$ cat config.mk
export PLATFORM = sky130hd
export DESIGN_NAME = uart_reg_master
export DESIGN_NICKNAME = d
export VERILOG_FILES = /design/src/rtl/uart_reg_master.sv
export SDC_FILE = /design/constraint.sdc
export NUM_CORES = 1
export LEC_CHECK = 0
export CORE_MARGIN = 4
export CORE_UTILIZATION = 47
export DETAILED_ROUTE_END_ITERATION = 10
export PLACE_DENSITY = 0.86
export SYNTH_ARGS = -nofsm -noshare
export SYNTH_HDL_FRONTEND = slang
export SYNTH_SLANG_ARGS = --single-unit
$ cat constraint.sdc
create_clock -name clk -period 2.4 [get_ports clk]
set_clock_uncertainty 0.2 [all_clocks]
set_input_delay 0.36 -clock clk [delete_from_list [all_inputs] [get_ports clk]]
set_output_delay 0.36 -clock clk [all_outputs]
set_load 0.02 [all_outputs]
$ cat src/rtl/uart_reg_master.sv
// Host-side initiator for the UART register-access protocol: turns one read or
// write request into command bytes on a byte-level UART and returns one response.
module uart_reg_master #(
  parameter logic [7:0]  CMD_WR         = 8'h57,
  parameter logic [7:0]  CMD_RD         = 8'h52,
  parameter int unsigned TIMEOUT_CYCLES = 25000
) (
  input  logic       clk,
  input  logic       sys_rst,
  input  logic       req_valid_i,
  output logic       req_ready_o,
  input  logic       req_we_i,
  input  logic [7:0] req_addr_i,
  input  logic [7:0] req_wdata_i,
  output logic       rsp_valid_o,
  output logic [7:0] rsp_rdata_o,
  output logic       rsp_err_o,
  output logic       busy_o,
  output logic [7:0] tx_data_o,
  output logic       tx_wr_o,
  input  logic       tx_done_i,
  input  logic [7:0] rx_data_i,
  input  logic       rx_done_i
);

  typedef enum logic [2:0] {
    IDLE,
    SEND,
    WAIT_TX,
    WAIT_RX,
    RESP
  } state_t;

  localparam logic [23:0] CNT_LAST = 24'(TIMEOUT_CYCLES - 1);

  state_t      state;
  logic [1:0]  idx;
  logic [23:0] cnt;
  logic        we_q;
  logic [7:0]  addr_q;
  logic [7:0]  wdata_q;
  logic        accept;
  logic        last_byte;
  logic        expired;

  function automatic logic [7:0] frame_byte(input logic [1:0] i, input logic we,
                                            input logic [7:0] addr, input logic [7:0] wdata);
    case (i)
      2'd0:    frame_byte = we ? CMD_WR : CMD_RD;
      2'd1:    frame_byte = addr;
      default: frame_byte = wdata;
    endcase
  endfunction

  // Ready and busy are decoded from state so the accept cycle itself reads busy.
  assign req_ready_o = (state == IDLE) && !sys_rst;
  assign accept      = req_valid_i && req_ready_o;
  assign busy_o      = (state != IDLE) || accept;
  assign last_byte   = we_q ? (idx == 2'd2) : (idx == 2'd1);
  assign expired     = (cnt == CNT_LAST);

  always_ff @(posedge clk) begin
    if (accept) begin
      we_q    <= req_we_i;
      addr_q  <= req_addr_i;
      wdata_q <= req_wdata_i;
    end
  end

  // Outputs are registered on entry to the state that owns them (SEND, RESP).
  always_ff @(posedge clk) begin
    if (sys_rst) begin
      state       <= IDLE;
      idx         <= 2'd0;
      cnt         <= 24'd0;
      tx_wr_o     <= 1'b0;
      tx_data_o   <= 8'd0;
      rsp_valid_o <= 1'b0;
      rsp_err_o   <= 1'b0;
      rsp_rdata_o <= 8'd0;
    end else begin
      tx_wr_o     <= 1'b0;
      rsp_valid_o <= 1'b0;
      rsp_err_o   <= 1'b0;
      rsp_rdata_o <= 8'd0;
      case (state)
        IDLE: begin
          if (accept) begin
            idx       <= 2'd0;
            tx_wr_o   <= 1'b1;
            tx_data_o <= frame_byte(2'd0, req_we_i, req_addr_i, req_wdata_i);
            state     <= SEND;
          end
        end
        SEND: begin
          cnt   <= 24'd0;
          state <= WAIT_TX;
        end
        WAIT_TX: begin
          if (tx_done_i) begin
            if (!last_byte) begin
              idx       <= 2'(idx + 2'd1);
              tx_wr_o   <= 1'b1;
              tx_data_o <= frame_byte(2'(idx + 2'd1), we_q, addr_q, wdata_q);
              state     <= SEND;
            end else if (we_q) begin
              rsp_valid_o <= 1'b1;
              state       <= RESP;
            end else begin
              cnt   <= 24'd0;
              state <= WAIT_RX;
            end
          end else if (expired) begin
            rsp_valid_o <= 1'b1;
            rsp_err_o   <= 1'b1;
            state       <= RESP;
          end else begin
            cnt <= cnt + 24'd1;
          end
        end
        WAIT_RX: begin
          if (rx_done_i) begin
            rsp_valid_o <= 1'b1;
            rsp_rdata_o <= rx_data_i;
            state       <= RESP;
          end else if (expired) begin
            rsp_valid_o <= 1'b1;
            rsp_err_o   <= 1'b1;
            state       <= RESP;
          end else begin
            cnt <= cnt + 24'd1;
          end
        end
        RESP: begin
          state <= IDLE;
        end
        default: begin
          state <= IDLE;
        end
      endcase
    end
  end

endmodule
Word-level counts from Yosys, hierarchy flattened
Index checks and enable logic that the tools add are counted.

word-level totals
  register bits after elaboration = 65
  latch bits = 0
  bits in writable memories = 0
  memory bits (read-only) = 0
  input port bits = 30
  output and inout bits = 21
  word-level logic and storage cells = 78
  memories kept = 0

cells by class
  add/sub/neg operators = 2
  multiply operators = 0
  div/mod/pow operators = 0
  magnitude comparators = 0
  eq/ne operators = 13
  shift-type cells = 0
  multiplexer cells = 38
  bitwise logic cells = 2
  reduce and logical (&&, ||, !) cells = 12

operators with widths
  operator                 number
  $mux W24                 5
  $pmux W24 S3             1
  $pmux W8 S2              2
  $add A24 B1 Y24 const B  1
  $eq A24 B15 Y1 const B   1
  $mux W3                  8
  $mux W8                  3
  $pmux W3 S4              1
  $mux W1                  11
  $ne A2 B2 Y1 const B     4
  $reduce_and A4 Y1        2
  $eq A3 B2 Y1 const B     2
  $mux W2                  3
  $ne A3 B3 Y1 const B     2
  $pmux W1 S2              3
  $reduce_bool A3 Y1       2
  $eq A2 B1 Y1 const B     2
  $pmux W2 S2              1
  $eq A3 B1 Y1 const B     1
  $logic_not A3 Y1         1
  $reduce_or A3 Y1         1
  $add A2 B1 Y2 const B    1
  $eq A2 B2 Y1 const B     1
  $logic_and A1 B1 Y1      2
  other kinds (5)          6

Longest topological paths before layout
Gate-level depths: netlist of the first run.

  depth after elaboration = 6
  gate-level depth with buffers = 8
  mapped depth without buffers = 7

Worst setup path before layout of the first run
No wires, ideal clock.

  path type = reg2reg
  from = reg state[0]
  to = reg idx[0]
  setup time = 128 ps
  arrival time = 2338 ps
  data required time = 2072 ps
  path slack = -265 ps
  stages on the path, launching flop included = 8
  buffers on the path = 2
  clock period less this slack = 2665 ps
  path through = dfxtp_1 clkbuf_1 nor4_1 nand2_1 a21oi_2 buf_2 mux2i_1 nor2_1

between the ends
  cells in the longest elaborated chain, start to end = 5
  elaborated cells between the ends (all ways) = 10
  classes of those cells = 4 x eq/ne; 1 x mux; 5 x reduce/logical

RTL lines
  what                                RTL line  RTL
  start: declaration                  36        state_t state;
  start signal: assignment            73        state <= IDLE;
  start signal: assignment            92        state <= SEND;
  start signal: assignment            97        state <= WAIT_TX;
  $logic_not A3 Y1                    56        assign req_ready_o = (state == IDLE) && !sys_rst;
  $logic_and A1 B1 Y1                 56
  named net req_ready_o               11        output logic req_ready_o,
  $logic_and A1 B1 Y1                 57        assign accept = req_valid_i && req_ready_o;
  $ne A2 B2 Y1 (no source line)       n/a
  $reduce_and A4 Y1 (no source line)  n/a
  end signal: assignment              102       idx <= 2'(idx + 2'd1);
  end: declaration                    37        logic [1:0] idx;

The timed path passes the listed nets, and every way through them passes these cells.
A chain may end at the register's enable or synchronous reset.

Worst setup path in the final report of the first run
  from = reg we_q
  to = reg cnt[17]

between the ends
  cells in the longest elaborated chain, start to end = 3
  elaborated cells between the ends (all ways) = 4
  classes of those cells = 2 x eq/ne; 1 x mux; 1 x reduce/logical

RTL lines
  what                                  RTL line  RTL
  start: declaration                    39        logic we_q;
  start signal: assignment              64        we_q <= req_we_i;
  $mux W1                               59        assign last_byte = we_q ? (idx == 2'd2) : (idx == 2'd1);
  $ne A3 B3 Y1 (no source line)         n/a
  $reduce_and A4 Y1 (no source line) *  n/a
  end signal: assignment                118       cnt <= cnt + 24'd1;
  end signal: assignment                131       cnt <= cnt + 24'd1;
  end: declaration                      38        logic [23:0] cnt;

Mark *: on every way between the ends. The rest lies on a longest branch, timed or not.

==> results of run 1 <==
worst paths after layout:
path	from	to	slack, ps	depth (start not counted)
setup reg to reg	we_q	cnt[17]	130	5
hold / removal	tx_data_o[4]	tx_data_o[4]	300	2
hold reg to reg	tx_data_o[4]	tx_data_o[4]	300	2
setup / recovery	we_q	cnt[17]	130	5
power by group:
part / total (uW) / switching [uW] / leakage, uW / internal (uW)
Sequential: 1170 / 17.6 / 0.000546 / 1160
Combinational: 240 / 115 / 0.000723 / 125
Clock: 844 / 412 / 0.0000946 / 433
cell families after synthesis:
family          count (synthesis)
buf+inv                        17
fa+ha+maj                       3
flops                          65
xor+xnor                       17
mux                             7
simple gates                  132
compound gates                 43
placed cells by master (no fill, tap or decap), types with 3 or more instances in the layout:
master / n
dfxtp_1: 48
clkdlybuf4s50_1: 48
nor2_1: 41
buf_4: 19
nand2_1: 18
xor2_1: 17
edfxtp_1: 17
nand3_1: 16
a21oi_1: 13
nand4_1: 11
and2_1: 10
o21ai_0: 10
clkbuf_8: 9
and3_1: 7
mux2i_1: 7
nor4_1: 6
inv_1: 5
o211ai_1: 5
or4_1: 4
a22oi_1: 3
or3_1: 3
a311oi_1: 3
ha_1: 3
clkinv_2: 3
cell type report:
type	count	area (sq um)
clock buffer	11	153
clock inverter	5	28.8
fill	432	1960
inverter	5	18.8
multi-input combinational	202	1240
sequential	65	1470
tap	72	90.1
timing repair buffer	69	644
critical path, delay by kind of cell, from the launching register on:
kind / cells / cell delay, ps
AND/OR/NAND/NOR: 4 / 1170
AO/OA/AOI/OAI: 1 / 450
flip-flops: 1 / 390
sequential cells by signal (all words and copies together), names as in the netlist:
name	count
cnt	24
addr_q	8
rsp_rdata_o	8
tx_data_o	8
wdata_q	8
state	3
idx	2
rsp_err_o	1
rsp_valid_o	1
tx_wr_o	1
we_q	1
metal layers:
metal	part of all wire (%)	global-route usage [%]	up-vias
met5	0	0	-
met4	3.2	11.2	0
met3	4.8	4.08	20
met2	50	30.6	73
met1	42	21.5	1098
li1	-	-	1162
timing repair:
item,in CTS,in global routing
gates resized for setup,1,1
setup endpoints to repair,1,3
setup buffers,0,0
hold endpoints to repair,0,0
pin swaps,0,1
per-stage QoR:
step	std cells	TNS [ps]	hold slack, ps	utilization, %	setup slack [ps]
after floorplan	284	0	258	-	11.4
after detailed placement	413	-47.9	284	61.8	-38.7
after CTS	429	0	300	65.1	61.9
final	429	0	296	65.1	128
after global placement	413	-5.37	274	61.8	-5.37
after global routing	429	0	325	65.1	31.4
==> impl_metrics.py, run 1 <==
metrics = {
    "detailed_routing": {
        "num_vias": 2353,
        "post_drt_via_cell_ratio": 5.48,
        "finalWirelength_mm": 6.20,
        "ant_nets": 0,
        "first_iter_violations": 143,
        "routedWlPerCell_um": 14.5,
        "drt_pass1_iterations": 6,
        "drc": 0,
    },
    "global_route": {
        "gr-total-overflow": 0,
        "antenna_found_initial": 0,
        "grt_pass1_wl_mm": 10.5,
        "first_global_vias": 2276,
        "grt_max_degree": 18,
        "grt.total_usage_pct": 18.4,
    },
    "placement": {
        "dpl_cell_area_sq_mm": 0.00347,
        "place_congestion": 0.845,
        "port_buffers": 50,
        "hpwl_mm": 4.52,
    },
    "finish": {
        "synthToLayoutAreaGrowth_pct": 31.4,
        "final_area_sq_mm": 0.00365,
        "antenna_cells": 0,
        "drive_gt1_share_pct": 10.9,
        "fin_nets": 385,
    },
    "logic_synthesis": {
        "netlist_area_sq_mm": 0.00278,
        "yosysMostFrequentCell": "dfxtp_1",
        "synth_cell_types": 42,
        "synth_top_area_cell": "dfxtp_1",
        "postSynthCellCount": 284,
        "synth-xor-area-share_pct": 5.36,
        "postSynthAreaPerCell_sq_um": 9.78,
        "syn_nets": 317,
        "yosys.area_share.simple_pct": 24.8,
        "ys.flop_type": "dfxtp_1",
        "synth.area.mux_share_pct": 2.52,
        "synth_adder_area_share_pct": 1.35,
        "synth_common_cells": "dfxtp_1 (48), nor2_1 (41), nand2_1 (18), edfxtp_1 (17), xor2_1 (17)",
        "synth_compound_area_share_pct": 10.5,
        "yosysTopAreaCellShare_pct": 34.6,
        "async_flop_share_pct": 0,
        "synth_top_family_by_area": "simple AND/OR/NAND/NOR gates",
        "synth_area_leaders": "dfxtp_1 (35%), edfxtp_1 (18%), nor2_1 (5.5%)",
        "ys_warn_count": 0,
        "yosysSeqAreaShare_pct": 53.0,
        "synth_edf_count": 17,
        "ys_ff_latch": 65,
    },
    "clock_network": {
        "holdBufCountCts": 0,
        "tritoncts": "yes",
        "clk_latency_ps": 340,
        "root_buffer": "clkbuf_8",
        "clock-sinks": 65,
        "cts_buffers": 9,
        "path_clk_slew_ps": 80,
        "htreeDepth": 3,
        "clockBufferDepth": 2,
    },
    "timing": {
        "worst_pin_slew_ps": 510,
        "rsz0062_at_grt": "no",
        "min_period_ps": 2270,
        "max_slew_margin_pct": 65.7,
        "slew_violations": 0,
        "fmax_mhz": 440,
        "fin_crit_sh_pct": 94.7,
        "final-hold-violation-count": 0,
        "setup_viol": 0,
    },
    "die": {
        "rows": 27,
        "coreArea_sq_mm": 0.00561,
        "boundaryPins": 51,
        "die-area_sq_mm": 0.00720,
        "start_util_pct": 49.5,
        "fp.dieH_um": 84.9,
        "dieWidth_um": 84.9,
    },
    "worst_setup_path": {
        "crit_path_max_fanout": 5,
        "arrival_ps": 2350,
        "max_stage_delay_ps": 480,
        "crit_top_cell": "nand2_1",
        "slowest_stage": "or4_1",
        "start_kind": "flop",
        "cp_cell_sequence": "or3b_1, a2111oi_4, nand2_1, or4_1, nand2_1",
        "end_kind": "flop",
        "worstSetupPathType": "flop to flop",
        "cp_data_required_time_ps": 2480,
    },
    "power": {
        "total_power_uw": 2260,
        "leakagePower_uw": 0.00136,
        "ir_drop_mv": 0.320,
        "power.density_mw_per_mm2": 619,
    },
    "outcome": {
        "status": "complete, no violations",
    },
    "hold_path": {
        "min_path_type": "flop to flop",
    },
    "job": {
        "max_cap_violations": 0,
    },
}
Power figures use the tool's default switching activity.
==> inputs of run 2 (changes only) <==
Settings changed: CORE_UTILIZATION 47 to 52, PLACE_DENSITY 0.86 to 0.89.
Clock period 2.4 ns to 2.3 ns, I/O delays scaled along.
==> impl_metrics.py, run 2 (synthesis results as in run 1) <==
metrics = {
    "finish": {
        "largest_register": "cnt",
        "final_cell_mix": "clkdlybuf4s50_1 (48), dfxtp_1 (46), nor2_1 (41)",
        "largest_reg_flops": 24,
        "final_common_cell": "clkdlybuf4s50_1",
        "synthToLayoutAreaGrowth_pct": 35.1,
        "antenna_cells": 0,
        "fillerInstances": 380,
        "final_area_sq_mm": 0.00375,
        "drive_gt1_share_pct": 13.8,
        "fin_nets": 390,
    },
    "detailed_routing": {
        "num_vias": 2440,
        "finalWirelength_mm": 6.09,
        "first_iter_violations": 257,
        "ant_nets": 0,
        "routedWlPerCell_um": 14.1,
        "drc": 0,
        "drt_pass1_iterations": 4,
        "post_drt_via_cell_ratio": 5.65,
    },
    "timing": {
        "min_period_ps": 2280,
        "fin_crit_sh_pct": 99.0,
        "worst_pin_slew_ps": 443,
        "setup_viol": 0,
        "final-hold-violation-count": 0,
        "fin_ws_ps": 23.6,
        "max_slew_margin_pct": 70.4,
        "timing.hold.ws_ps": 298,
        "timing.setup.tns_ps": 0,
        "slew_violations": 0,
        "fmax_mhz": 439,
        "rsz0062_at_grt": "yes",
    },
    "die": {
        "start_util_pct": 54.0,
        "boundaryPins": 51,
        "die-area_sq_mm": 0.00657,
        "fp.dieH_um": 81.1,
        "coreArea_sq_mm": 0.00514,
        "rows": 26,
        "dieWidth_um": 81.1,
    },
    "clock_network": {
        "clockBufferDepth": 2,
        "cts_buffers": 9,
        "clk_latency_ps": 350,
        "root_buffer": "clkbuf_8",
        "htreeDepth": 3,
        "clock-sinks": 65,
        "path_clk_slew_ps": 70,
        "tritoncts": "yes",
        "holdBufCountCts": 0,
    },
    "worst_setup_path": {
        "cp_cell_sequence": "or3b_4, a2111oi_4, buf_4, o21ai_2, or4_1, nand2_1",
        "endpoint": "cnt[4]",
        "max_stage_delay_ps": 470,
        "arrival_ps": 2370,
        "ff2ff_setup_slack_ps": 20,
        "slowest_stage": "or4_1",
        "cpLargestDelayFamily": "simple AND/OR/NAND/NOR gates",
        "cp_num_buf_inv": 1,
        "r2r-start": "we_q",
        "cp_data_required_time_ps": 2390,
        "r2r_end": "cnt[4]",
        "crit_path_max_fanout": 3,
        "worstSetupPathType": "flop to flop",
        "startpoint": "we_q",
        "r2r_cells": 6,
        "end_kind": "flop",
        "path_depth": 6,
        "start_kind": "flop",
    },
    "power": {
        "power.density_mw_per_mm2": 679,
        "leakagePower_uw": 0.00140,
        "ir_drop_mv": 0.454,
    },
    "job": {
        "max_cap_violations": 0,
    },
    "placement": {
        "place_congestion": 0.837,
        "dpl_cell_area_sq_mm": 0.00351,
        "dpl_worst_slack_ps": -105,
        "hpwl_mm": 4.35,
        "port_buffers": 50,
    },
    "global_route": {
        "grt_pass1_wl_mm": 9.95,
        "first_global_vias": 2347,
        "grt.total_usage_pct": 19.8,
        "antenna_found_initial": 0,
        "grt_max_degree": 18,
        "gr-total-overflow": 0,
    },
    "outcome": {
        "status": "complete, no violations",
    },
    "hold_path": {
        "min_path_type": "flop to flop",
    },
}
run 2: cell count changes in the layout (fill, tap and decap cells not counted), moves of 2 or more:
cell	previous run	this run
bufinv_16	0	2
dfxtp_1	48	46
buf_4	19	23
dfxtp_2	0	2
run 2: final cells by class:
cell class                 instances  area, sq um  area share [%]
timing repair buffer              74          691            18.4
multi-input combinational        202         1260            33.7
inverter                           5         18.8           0.500
clock buffer                       9          124            3.30
tap                               70         87.6            2.33
clock inverter                     7         93.8            2.50
sequential                        65         1470            39.3
run 2: what timing repair did:
action | CTS | global route
buffers inserted | 0 | 2
pin swaps | 0 | 1
resized for setup | 4 | 3
endpoints found under the setup margin | 2 | 4
run 2: how the worst min path moves through the flow:
stage | cells past startpoint | slack (ps) | to | startpoint
after floorplan | 0 | 240 | addr_q[0] | req_addr_i[0]
after global placement | 2 | 280 | tx_data_o[3] | tx_data_o[3]
after detailed placement | 2 | 290 | cnt[23] | cnt[23]
after CTS | 2 | 300 | cnt[23] | cnt[23]
after global routing | 2 | 320 | cnt[23] | cnt[23]
final | 2 | 300 | cnt[23] | cnt[23]
run 2: where the power goes:
group / total (uW) / switching [uW] / internal, uW
Sequential: 1230 / 20.3 / 1210
Clock: 1050 / 446 / 609
Combinational: 266 / 124 / 143
Total: 2550 / 590 / 1960
run 2: through the flow:
stage	cells	power (uW)	utilization [%]
final	432	2550	73.0
after global routing	432	2650	73.0
after CTS	430	2560	72.5
after detailed placement	414	1520	68.3
after global placement	414	1510	68.3
after floorplan	284	1370	-
run 2: routing by layer:
metal | part of all wire, % | GRT usage [%]
met1 | 41 | 22.6
met2 | 49 | 34.2
met3 | 7.8 | 6.10
met4 | 2.0 | 8.78
met5 | 0 | 0
run 2: worst register-to-register path, cell delays in order, from the launching register on:
cell,delay (ps)
edfxtp_1,380
or3b_4,410
a2111oi_4,440
buf_4,180
o21ai_2,50
or4_1,470
nand2_1,80
